$ cat src/rtl/mux_scan_ctrl.sv
// mux_scan_ctrl
// Round-robin scan sequencer for a 16:1 bit mux built as a two-level 4:1 tree.
// For each enabled channel it drives the mux select, waits a settle time,
// captures the mux output bit and offers {channel, bit} to a downstream
// consumer over a valid/ready handshake.
//
// Build option:
//   MUX_SCAN_FRAME_CNT_EN  when defined, adds output frame_cnt[7:0], a
//                          modulo-256 count of frame_done pulses that survives
//                          stop/start and is cleared only by rst.
//
// Ports:
//   clk           in   1        system clock, rising edge
//   rst           in   1        synchronous reset, active-high
//   start         in   1        begin scanning (looked at in IDLE only)
//   stop          in   1        end scanning after the current sample
//   ch_mask       in   N_CH     channel enable, bit i = channel i
//   dwell         in   DWELL_W  extra settle cycles after a select change
//   mux_sel       out  SEL_W    registered select to the mux
//   mux_out       in   1        mux output bit
//   sample_valid  out  1        sample available
//   sample_ready  in   1        consumer accepts the sample
//   sample_ch     out  SEL_W    channel of the current sample
//   sample_bit    out  1        captured mux_out
//   busy          out  1        high in every state except IDLE
//   frame_done    out  1        1-cycle pulse after the last enabled channel
//                               of a frame is accepted
//   frame_cnt     out  8        frame counter (MUX_SCAN_FRAME_CNT_EN only)
module mux_scan_ctrl #(
  parameter int N_CH    = 16,
  parameter int SEL_W   = 4,
  parameter int DWELL_W = 8
) (
  input  logic               clk,
  input  logic               rst,
  input  logic               start,
  input  logic               stop,
  input  logic [N_CH-1:0]    ch_mask,
  input  logic [DWELL_W-1:0] dwell,
  output logic [SEL_W-1:0]   mux_sel,
  input  logic               mux_out,
  output logic               sample_valid,
  input  logic               sample_ready,
  output logic [SEL_W-1:0]   sample_ch,
  output logic               sample_bit,
  output logic               busy,
`ifdef MUX_SCAN_FRAME_CNT_EN
  output logic [7:0]         frame_cnt,
`endif
  output logic               frame_done
);

  typedef enum logic [1:0] {
    IDLE   = 2'd0,
    SETTLE = 2'd1,
    HOLD   = 2'd2
  } state_t;

  state_t             state;
  logic [DWELL_W-1:0] cnt;
  logic [N_CH-1:0]    mask_q;
  logic [DWELL_W-1:0] dwell_q;
  logic               stop_pend;

  // Lowest set bit of a mask (0 when the mask is empty).
  function automatic logic [SEL_W-1:0] lowest_idx(input logic [N_CH-1:0] m);
    logic [SEL_W-1:0] idx;
    idx = '0;
    for (int i = N_CH - 1; i >= 0; i--) begin
      if (m[i]) idx = SEL_W'(i);
    end
    return idx;
  endfunction

  // Highest set bit of a mask (0 when the mask is empty).
  function automatic logic [SEL_W-1:0] highest_idx(input logic [N_CH-1:0] m);
    logic [SEL_W-1:0] idx;
    idx = '0;
    for (int i = 0; i < N_CH; i++) begin
      if (m[i]) idx = SEL_W'(i);
    end
    return idx;
  endfunction

  // Lowest set bit strictly above cur. Only used when cur is not the highest
  // enabled channel, so a higher one always exists and no wrap is needed.
  function automatic logic [SEL_W-1:0] next_above(input logic [N_CH-1:0]  m,
                                                   input logic [SEL_W-1:0] cur);
    logic [SEL_W-1:0] idx;
    idx = cur;
    for (int i = N_CH - 1; i >= 0; i--) begin
      if (m[i] && (i > int'(cur))) idx = SEL_W'(i);
    end
    return idx;
  endfunction

  logic stop_eff;
  logic handshake;
  logic last_ch;

  // A stop seen earlier in the frame counts just like one arriving now.
  assign stop_eff  = stop | stop_pend;
  assign handshake = sample_valid & sample_ready;
  assign last_ch   = (mux_sel == highest_idx(mask_q));

  // cnt, mask_q and dwell_q are always loaded before they are used, so they
  // carry no reset.
  always_ff @(posedge clk) begin
    if (rst) begin
      state        <= IDLE;
      mux_sel      <= '0;
      sample_valid <= 1'b0;
      sample_ch    <= '0;
      sample_bit   <= 1'b0;
      busy         <= 1'b0;
      frame_done   <= 1'b0;
      stop_pend    <= 1'b0;
`ifdef MUX_SCAN_FRAME_CNT_EN
      frame_cnt    <= '0;
`endif
    end else begin
      frame_done <= 1'b0;
      unique case (state)
        IDLE: begin
          stop_pend    <= 1'b0;
          sample_valid <= 1'b0;
          busy         <= 1'b0;
          // stop in the same cycle as start keeps the block idle.
          if (start && !stop && (ch_mask != '0)) begin
            mask_q  <= ch_mask;
            dwell_q <= dwell;
            mux_sel <= lowest_idx(ch_mask);
            cnt     <= dwell;
            busy    <= 1'b1;
            state   <= SETTLE;
          end
        end

        SETTLE: begin
          if (stop_eff) begin
            // Abandon the settle; nothing is emitted for this channel.
            stop_pend <= 1'b0;
            busy      <= 1'b0;
            state     <= IDLE;
          end else if (cnt != '0) begin
            cnt <= cnt - DWELL_W'(1);
          end else begin
            sample_bit   <= mux_out;
            sample_ch    <= mux_sel;
            sample_valid <= 1'b1;
            state        <= HOLD;
          end
        end

        HOLD: begin
          if (handshake) begin
            sample_valid <= 1'b0;
            if (last_ch) begin
              // Frame boundary: configuration is only sampled here, so
              // mid-frame changes to mask/dwell take effect next frame.
              frame_done <= 1'b1;
`ifdef MUX_SCAN_FRAME_CNT_EN
              frame_cnt  <= frame_cnt + 8'd1;
`endif
              mask_q     <= ch_mask;
              dwell_q    <= dwell;
            end
            if (stop_eff) begin
              // mux_sel is left on the channel just accepted.
              stop_pend <= 1'b0;
              busy      <= 1'b0;
              state     <= IDLE;
            end else if (last_ch) begin
              if (ch_mask == '0) begin
                busy  <= 1'b0;
                state <= IDLE;
              end else begin
                mux_sel <= lowest_idx(ch_mask);
                cnt     <= dwell;
                state   <= SETTLE;
              end
            end else begin
              mux_sel <= next_above(mask_q, mux_sel);
              cnt     <= dwell_q;
              state   <= SETTLE;
            end
          end else if (stop) begin
            stop_pend <= 1'b1;
          end
        end

        default: begin
          busy  <= 1'b0;
          state <= IDLE;
        end
      endcase
    end
  end

endmodule

$ cat config.mk
export PLATFORM = sky130hd
export DESIGN_NAME = mux_scan_ctrl
export DESIGN_NICKNAME = d
export VERILOG_FILES = /design/src/rtl/mux_scan_ctrl.sv
export SDC_FILE = /design/constraint.sdc
export NUM_CORES = 1
export LEC_CHECK = 0
export BUFFER_PORTS_ARGS = -buffer_cell sky130_fd_sc_hd__clkbuf_2
export CAP_MARGIN = 20
export CORE_UTILIZATION = 25
export DETAILED_ROUTE_END_ITERATION = 12
export PLACE_DENSITY = 0.45
export SYNTH_ARGS = -nofsm -noshare
export SYNTH_HDL_FRONTEND = slang
export SYNTH_SLANG_ARGS = --single-unit
$ cat constraint.sdc
create_clock -name clk -period 6.7 [get_ports clk]
set_clock_uncertainty 0.05 [all_clocks]
set_input_delay 1.34 -clock clk [delete_from_list [all_inputs] [get_ports clk]]
set_output_delay 1.34 -clock clk [all_outputs]
set_load 0.01 [all_outputs]
==> results by group <==
Global route
  • First-pass GRT wire length: 13,400 um
  • Antenna violations before repair: 0
  • Pin count of the biggest net entering global routing: 24
  • Global Route Usage Sum: 13.6%
  • Vias in the first global route: 2,592
  • Gr ovfl total: 0

Setup path
  • Worst path cell trace: or4_1 > nor4_1 > o21ai_0 > a22oi_1 > a21oi_2 > nor4_2 > buf_4
  • Delay-heaviest family, CP: simple AND/OR/NAND/NOR gates
  • Worst setup EP type: flop
  • Critical path class: reg2reg
  • WP data required: 6610 ps
  • Buf/Inv on CP: 1
  • Setup crit start kind: flop
  • Slowest-stage cell, CP: or4_1
  • Reg2reg setup slack: 3320 ps
  • Max FO, Critical Path: 23
  • R2R cell count: 7
  • Data arrival, critical path: 3290 ps
  • FF-to-FF End: mask_q[5]$_DFFE_PP_
  • CP peak stage delay: 600 ps
  • Worst r2r src: mask_q[12]$_DFFE_PP_

Placement
  • RePlAce Congestion: 0.805
  • Cell Area, Placed: 3360 um^2
  • Port bufs: 41
  • Dpl hpwl: 6070 um
  • Worst slack, placed: 3240 ps

Logic synthesis
  • Dominant cell type by area after synthesis: edfxtp_1
  • Avg Synthesized Cell Area: 9.38 um^2
  • Largest family of logic cells by synthesized area: compound AO/OA/AOI/OAI gates
  • Synth Register Bits: 46
  • Async set-reset flop share out of synthesis: 0%
  • Mux contribution to synthesized area: 2.97%
  • Post-synth top cells: edfxtp_1, nor2_1, nand2_1
  • Synth area leaders: edfxtp_1, dfxtp_1, a22o_1, nor2_1, o21ai_0
  • Post-synth EDFFs: 31
  • Sequential share of the synthesized area: 40.6%
  • Compound-Gate Fraction of Synth Area: 25.4%
  • Mapped Cells: 323
  • Main synth FF type: edfxtp_1
  • Post-synthesis instance area: 3030 um^2
  • Top cell type's share of synthesized area: 30.7%
  • Syn. warnings: 0
  • Simple-gate area share of the yosys netlist: 22.4%
  • Synth cell types: 72
  • Post-synthesis adder-cell area fraction: 2.48%
  • Syn nets: 359
  • Synth Area in XOR/XNOR: 1.73%
  • Count leader, synth: edfxtp_1

Route
  • Routed length per instance: 16.2 um
  • Vias: 2,648
  • Vias per cell: 5.27
  • Remaining DRCs: 1
  • Drt initial violations: 168
  • Antenna-violating nets left: 0
  • WL final: 8160 um
  • Drt pass-1 iters: 8

Run status
  • Outcome: finished, violations left
  • Failing checks: design-rule violations

Floorplan
  • Die area: 12,600 um^2
  • Die Wd: 112 um
  • I/O Pins: 42
  • Std cell rows: 39
  • Starting Density: 26.1%
  • Core region area: 11,600 um^2
  • Die H: 112 um

Finish
  • Diode count: 0
  • Post-Layout Inst Area: 3530 um^2
  • Nets: 394
  • Share of layout cells above drive strength 1: 19.5%
  • Area Growth Syn to Fin: 16.4%

STA
  • Final setup TNS: 0 ps
  • Setup WS post-layout: 3320 ps
  • Relative slew margins: 48.8%
  • RSZ-0062 raised after global routing: no
  • Achievable frequency: 296 MHz
  • Worst-margin pin slew: 766 ps
  • # setup viols final: 0
  • Slew Limit Fails: 0
  • Final min period: 3380 ps
  • Final count of hold timing violations: 0
  • Final worst-path cycle share: 50.4%

Clocking
  • # clock sinks: 46
  • CTS tree: yes
  • Clk Latency, worst-skew pair: 290 ps
  • Root buffer cell: clkbuf_16
  • H-tree depth: 2
  • Clock Path Buffers: 2
  • Post-CTS Setup Inserts: 0
  • Resize count post-CTS: 0
  • TritonCTS buffer count: 5
  • Post-CTS Hold Fix Bufs: 0
  • Clk slew on worst S/H paths: 60 ps

Pwr
  • PwrDens: 250 nW/um^2
  • Peak VDD IR: 0.000142 V
  • Pleak: 1.25 nW

Worst hold path
  • Worst min path class: reg2reg
  • WHS Endpoint: stop_pend$_SDFFE_PP0P_
  • Worst Hold Depth: 2
  • Worst hold start: stop_pend$_SDFFE_PP0P_

Flow run
  • Max-cap viol count: 0
## flip-flops by register name, summed over array words and instances (netlist names)
name	count
mask_q	15
cnt	8
dwell_q	8
mux_sel	4
sample_ch	4
state	2
busy	1
frame_done	1
sample_bit	1
sample_valid	1
stop_pend	1
## cell usage in the layout, fill, tap and decap left out, types with 7 or more instances in the layout
cell type | Yosys | layout
nor2_1 | 29 | 29
nor4_1 | 11 | 10
o21ai_0 | 19 | 19
dfxtp_1 | 15 | 15
clkbuf_2 | 1 | 41
a21oi_1 | 17 | 17
inv_1 | 16 | 16
mux2i_1 | 9 | 9
nand2b_1 | 8 | 8
edfxtp_1 | 31 | 31
a22o_1 | 16 | 16
nand2_1 | 25 | 25
nor3_1 | 7 | 7
## worst max path at each step
stage / startpoint / end / slack [ps] / cells after the start
floorplan: mask_q[9]$_DFFE_PP_ / dwell_q[0]$_DFFE_PP_ / 1910 / 6
global placement: ch_mask[12] / cnt[2]$_DFFE_PP_ / 3270 / 7
detailed placement: ch_mask[12] / cnt[3]$_DFFE_PP_ / 3240 / 7
CTS: mask_q[12]$_DFFE_PP_ / mask_q[15]$_DFFE_PP_ / 3330 / 7
global route: mask_q[12]$_DFFE_PP_ / mask_q[5]$_DFFE_PP_ / 3070 / 7
finish: mask_q[12]$_DFFE_PP_ / mask_q[5]$_DFFE_PP_ / 3320 / 7
## power breakdown
| group | total [mW] | switching [mW] | leakage, nW | internal, mW |
|---|---|---|---|---|
| logic | 0.221 | 0.129 | 0.771 | 0.0927 |
| registers | 0.377 | 0.0344 | 0.406 | 0.343 |
| clock network | 0.282 | 0.106 | 0.0771 | 0.176 |
| total | 0.881 | 0.269 | 1.25 | 0.612 |
## metal layers
| metal | vias up | GRT usage (%) | share of wire (%) |
|---|---|---|---|
| met3 | 13 | 2.59 | 4.0 |
| li1 | 1309 | - | - |
| met1 | 1264 | 19.2 | 50 |
| met4 | 0 | 4.89 | 1.6 |
| met2 | 62 | 20.7 | 44 |
| met5 | - | 0 | 0 |
## cells by family (layout without fill, tap and decap cells)
kind of cell	count (synthesis)	in the layout
AND/OR/NAND/NOR	122	122
multiplexers	9	9
buffers and inverters	31	67
flip-flops	46	46
XOR/XNOR	6	6
AO/OA/AOI/OAI	103	103
adder cells (fa/ha/maj)	6	6
## layout make-up
cell class | count | area [um^2]
fill | 1216 | 8090
multi-input combinational | 246 | 1670
sequential | 46 | 1230
timing repair buffer | 43 | 220
tap | 143 | 179
clock buffer | 6 | 129
inverter | 16 | 60.1
clock inverter | 2 | 37.5
## worst register-to-register path, stage by stage, from the launching register on
cell	delay [ps]
edfxtp_1	480
or4_1	600
nor4_1	270
o21ai_0	220
a22oi_1	490
a21oi_2	290
nor4_2	300
buf_4	350
## metrics by stage
stage	utilization, %	hold slack (ps)	power [mW]	instances
after floorplan	-	404	0.535	323
after global placement	28.9	419	0.607	494
after detailed placement	28.9	426	0.604	494
after CTS	30.4	435	0.891	502
after global routing	30.4	467	0.932	502
final	30.4	433	0.881	502
Power figures use the tool's default switching activity.
